**src/rtl/ram_rwsp_pkg.sv**
```systemverilog
// Shared sizing and types for the 128x6 read/write single-port register-file RAM.
package ram_rwsp_pkg;
    localparam int RAM_DEPTH = 128;
    localparam int RAM_WIDTH = 6;
    localparam int RAM_AW    = 7;

    typedef logic [RAM_AW-1:0]    addr_t;
    typedef logic [RAM_WIDTH-1:0] data_t;
endpackage

```
**src/rtl/ram_rwsp_array.sv**
```systemverilog
// 128x6 flop storage: one synchronous write port, one combinational read mux.
module ram_rwsp_array
    import ram_rwsp_pkg::*;
(
    input  logic  clk,
    input  logic  we,
    input  addr_t wa,
    input  data_t di,
    input  addr_t ra,
    output data_t rd
);
    // Storage is deliberately not reset; contents survive a reset.
    logic [RAM_DEPTH-1:0][RAM_WIDTH-1:0] mem;

    always_ff @(posedge clk) begin
        if (we)
            mem[wa] <= di;
    end

    assign rd = mem[ra];
endmodule

```
**src/rtl/ram_rwsp_d128_w6.sv**
```systemverilog
// 128x6 RAM with two-stage read (address capture on re, output load on ore).
// Optional simulation contention check enabled by defining RAM_CONTENTION_CHECK_EN.
module ram_rwsp_d128_w6
    import ram_rwsp_pkg::*;
#(
    parameter bit FORCE_CONTENTION_ASSERTION_RESET_ACTIVE = 1'b1
) (
    input  logic        clk,
    input  logic        reset,
    input  logic [31:0] pwrbus_ram_pd,
    input  addr_t       wa,
    input  logic        we,
    input  data_t       di,
    input  addr_t       ra,
    input  logic        re,
    input  logic        ore,
    output data_t       dout
);
    addr_t ra_d;
    data_t rd;
    logic  wr_en;

    // Reset outranks writes so a reset cycle never disturbs stored data.
    assign wr_en = we & ~reset;

    ram_rwsp_array u_array (
        .clk (clk),
        .we  (wr_en),
        .wa  (wa),
        .di  (di),
        .ra  (ra_d),
        .rd  (rd)
    );

    always_ff @(posedge clk) begin
        if (reset) begin
            ra_d <= '0;
            dout <= '0;
        end else begin
            if (re)
                ra_d <= ra;
            // Write-first: a write landing on the same edge wins over stored data.
            if (ore)
                dout <= (wr_en && wa == ra_d) ? di : rd;
        end
    end

    // Power-bus hook is reserved and has no functional effect.
    logic unused_ok;
    assign unused_ok = ^{pwrbus_ram_pd, FORCE_CONTENTION_ASSERTION_RESET_ACTIVE};

`ifdef RAM_CONTENTION_CHECK_EN
    always @(posedge clk) begin
        if (we && re && wa == ra && (!reset || FORCE_CONTENTION_ASSERTION_RESET_ACTIVE))
            $error("ram_rwsp_d128_w6: write/read contention at address %0d", wa);
    end
`endif
endmodule

```
**config.mk**
```make
export PLATFORM = sky130hd
export DESIGN_NAME = ram_rwsp_d128_w6
export DESIGN_NICKNAME = d
export VERILOG_FILES = /design/src/rtl/ram_rwsp_pkg.sv /design/src/rtl/ram_rwsp_array.sv /design/src/rtl/ram_rwsp_d128_w6.sv
export SDC_FILE = /design/constraint.sdc
export NUM_CORES = 1
export LEC_CHECK = 0
export ABC_AREA = 1
export CAP_MARGIN = 0
export CORE_UTILIZATION = 59
export CTS_BUF_LIST = sky130_fd_sc_hd__clkbuf_8
export CTS_CLUSTER_SIZE = 16
export DETAILED_ROUTE_END_ITERATION = 7
export PLACE_DENSITY = 0.76
export SLEW_MARGIN = 20
export SYNTH_ARGS = -nofsm -noshare
export SYNTH_HDL_FRONTEND = slang
export SYNTH_SLANG_ARGS = --single-unit
```
**constraint.sdc**
```tcl
create_clock -name clk -period 3.8 [get_ports clk]
set_input_delay 0.76 -clock clk [delete_from_list [all_inputs] [get_ports clk]]
set_output_delay 0.76 -clock clk [all_outputs]
set_load 0.05 [all_outputs]
```
==> summary.md <==
| Metric | Value |
|---|---|
| Outcome | finished clean |
| Area of the core | approximately 54000 µm² |
| Area contributors post-synth | edfxtp_1 71%, nand2_1 11%, nand3_1 10%, nor2_1 1.7%, buf_2 1.3% |
| Post-CTS sizing | 0 |
| Post-route antenna net violation count | 0 |
| Fmax achieved | between 300 and 400 MHz |
| Post-placement setup slack | 0.484 ns |
| EDFF count, synth | 768 |
| Setup total negative slack | 0 ns |
| Crit path arrival time | 3.49 ns |
| Final setup viols | 0 |
| Clock slew at reported path FFs | 0.07 ns |
| Most frequent cell after synthesis | nand2_1 |
| Area grow syn2layout | 8.56% |
| Worst hold path class | flop to flop |
| Sequential fraction of the synthesis area | 72.3% |
| Pre-antenna DRT Iters | 6 |
| Final nets | 2889 |
| Setup CP Type | flop to flop |
| Endpoints failing hold | 0 |
| RSZ-0062 raised after global routing | no |
| Setup crit end kind | flop |
| Worst Path Required | around 4.5 ns |
| Ys flop type | edfxtp_1 |
| Largest net degree at the start of global routing | 209 |
| First-pass GRT wire length | 121000 µm |
| Final setup margin | 0.977 ns |
| Vias per cell | 6.07 |
| Final core utilization | 65.0% |
| Final critical-path required period | between 2 and 3 ns |
| Congestion Overflow GR | 0 |
| Worst-Skew Late Latency | 0.73 ns |
| Crit path largest cell delay | 0.67 ns |
| DRC violations left | 0 |
| Final slew viol count | 0 |
| Ports | 63 |
| CTS tree | built |
| Fill count | 3913 |
| Avg Synthesized Cell Area | 11.5 µm² |
| Wire length per cell | 21.8 µm |
| WP buf/inv | 1 |
| Max_cap viols | 0 |
| Post-CTS Setup Bufs | 0 |
| Clk root buf | clkbuf_8 |
| Sink Count | a little under 800 |
| Row count | 85 |
| Maximum vdd drop | roughly 0.38 mV |
| Pleak | 12.5 nW |
| Initial Util | 59.9% |
| FF+latch count, synth | 781 |
| Hold Buf Count CTS | 0 |
| Power Dens Cells | 486 nW/µm² |
| Layout cell share with drive strength beyond 1 | 6.84% |
| Die Y | 236 µm |
| Post-synthesis cell type count | 22 |
| Post-Syn Area | roughly 32000 µm² |
| CP max-delay cell | buf_12 |
| RePlAce Congestion | 0.918 |
| Maximum root-to-sink buffer count | 3 |
| Port Buf Inserts | 30 |
| Yosys top cell by area | edfxtp_1 |
| Fin Clk Skew | 0.0450 ns |
| CP max FO | 208 |
| Top-area cell type share of the netlist area | a little under three quarters |
| Worst slew margin | 28.6% |
| Die width | roughly 240 µm |
| Vias in the first global route | 21459 |
| Detailed Place HPWL | 46000 µm |
| Final period util | about three quarters |
| Post-Route WL | about 79000 µm |
| Die ar. | 55600 µm² |
| Crit path cell chain | buf_12, nand2_1, nand3_1, nand3_1, nand2_1, nand2_1, nand3_1, nand3_1, nand3_1, nand2_1, nand2_1, nand2_1, a21oi_1 |
| Cells after Synth | ~2800 |
| Initial antenna violation count | 5 |
| Synth Net Count | 2870 |
| H-tree levels | 3 |
| Drt initial violations | 3117 |
| CP dominant cell by count | nand2_1 |
| Yosys warning count | 0 |
| Via count | 21974 |
| Synth async-reset ratio | 0% |
| CP Launch Type | flop |
| Worst-margin pin slew | 1.07 ns |
| Synth top cells by count | 910 x nand2_1, 768 x edfxtp_1, 650 x nand3_1 |
| Crit path max-delay family | simple AND/OR/NAND/NOR gates |
| Global-route usage over all layers | 28.6% |
| TritonCTS Buffers | 117 |
[kinds of logic after synthesis]
logic type                count (synthesis)  share of synthesized area, %
and+or+nand+nor                        1716                          22.5
DFF                                     781                          72.3
buffers and inverters                   230                          3.79
AOI/OAI and AO/OA                        84                          1.36
xor gates and xnor gates                  2                        0.0543
[power breakdown]
part           internal (mW)  total [mW]  switching [mW]
clock network           3.02        6.14            3.12
logic                  0.362        1.39            1.03
registers               9.49        9.51          0.0264
[final cells by class]
cell class | instances | area, µm² | share of cell area, %
Timing Repair Buffer | 81 | 831 | 2.37
Clock inverter | 89 | 393 | 1.12
Clock buffer | 122 | 1680 | 4.79
Multi-Input combinational cell | 1802 | 7730 | 22.1
Sequential cell | 781 | 23300 | 66.6
Inverter | 49 | 198 | 0.564
Antenna cell | 1 | 2.50 | 0.00714
Tap cell | 696 | 871 | 2.49
[stage by stage]
| step | total power [mW] | instance area [µm²] | hold WS [ns] | cells |
|---|---|---|---|---|
| 2_1_floorplan | 10.5 | 32300 | 0.680 | 2813 |
| 3_3_place_gp | 11.0 | 33000 | 0.457 | 3409 |
| 3_5_place_dp | 11.0 | 33000 | 0.473 | 3409 |
| 4_1_cts | 17.0 | 35000 | 0.474 | 3620 |
| 5_1_grt | 17.6 | 35000 | 0.491 | 3620 |
| 6_report | 17.0 | 35000 | 0.481 | 3621 |
[worst paths after layout]
check,start,endpoint,slack [ns],depth (start not counted)
setup / recovery,ra_d[0],dout[3],0.98,13
hold reg to reg,dout[5],dout[5],0.48,2
setup reg to reg,ra_d[0],dout[3],0.98,13
hold / removal,dout[5],dout[5],0.48,2
[placed cells by master, fill, tap and decap left out, types with 13 or more instances in the layout]
master	netlist	final
nand2_1	910	910
edfxtp_1	768	768
nand3_1	650	650
nor2_1	146	146
clkbuf_8	0	122
inv_1	47	93
buf_4	33	44
o21ai_0	41	41
a21oi_1	32	32
clkinv_1	0	28
clkdlybuf4s50_1	0	24
buf_12	0	13
[tightest hold or removal path, delay by kind of cell (launching register included)]
| family | cells | cell delay [ns] |
|---|---|---|
| flip-flops | 1 | 0.31 |
| AND/OR/NAND/NOR | 1 | 0.07 |
| AO/OA/AOI/OAI | 1 | 0.06 |
[state kept, by name, indices dropped and copies added, names as in the netlist]
register     cells
ra_d             7
u_array.mem    768
dout             6
[routing by layer]
layer | part of all wire (%) | GRT usage, % | vias up
met5 | 0.072 | 0 | -
met4 | 3.8 | 11.7 | 10
met3 | 12 | 6.65 | 227
met2 | 46 | 44.6 | 1343
met1 | 38 | 39.1 | 10484
li1 | - | - | 9910
(Power assumes the default switching activity.)
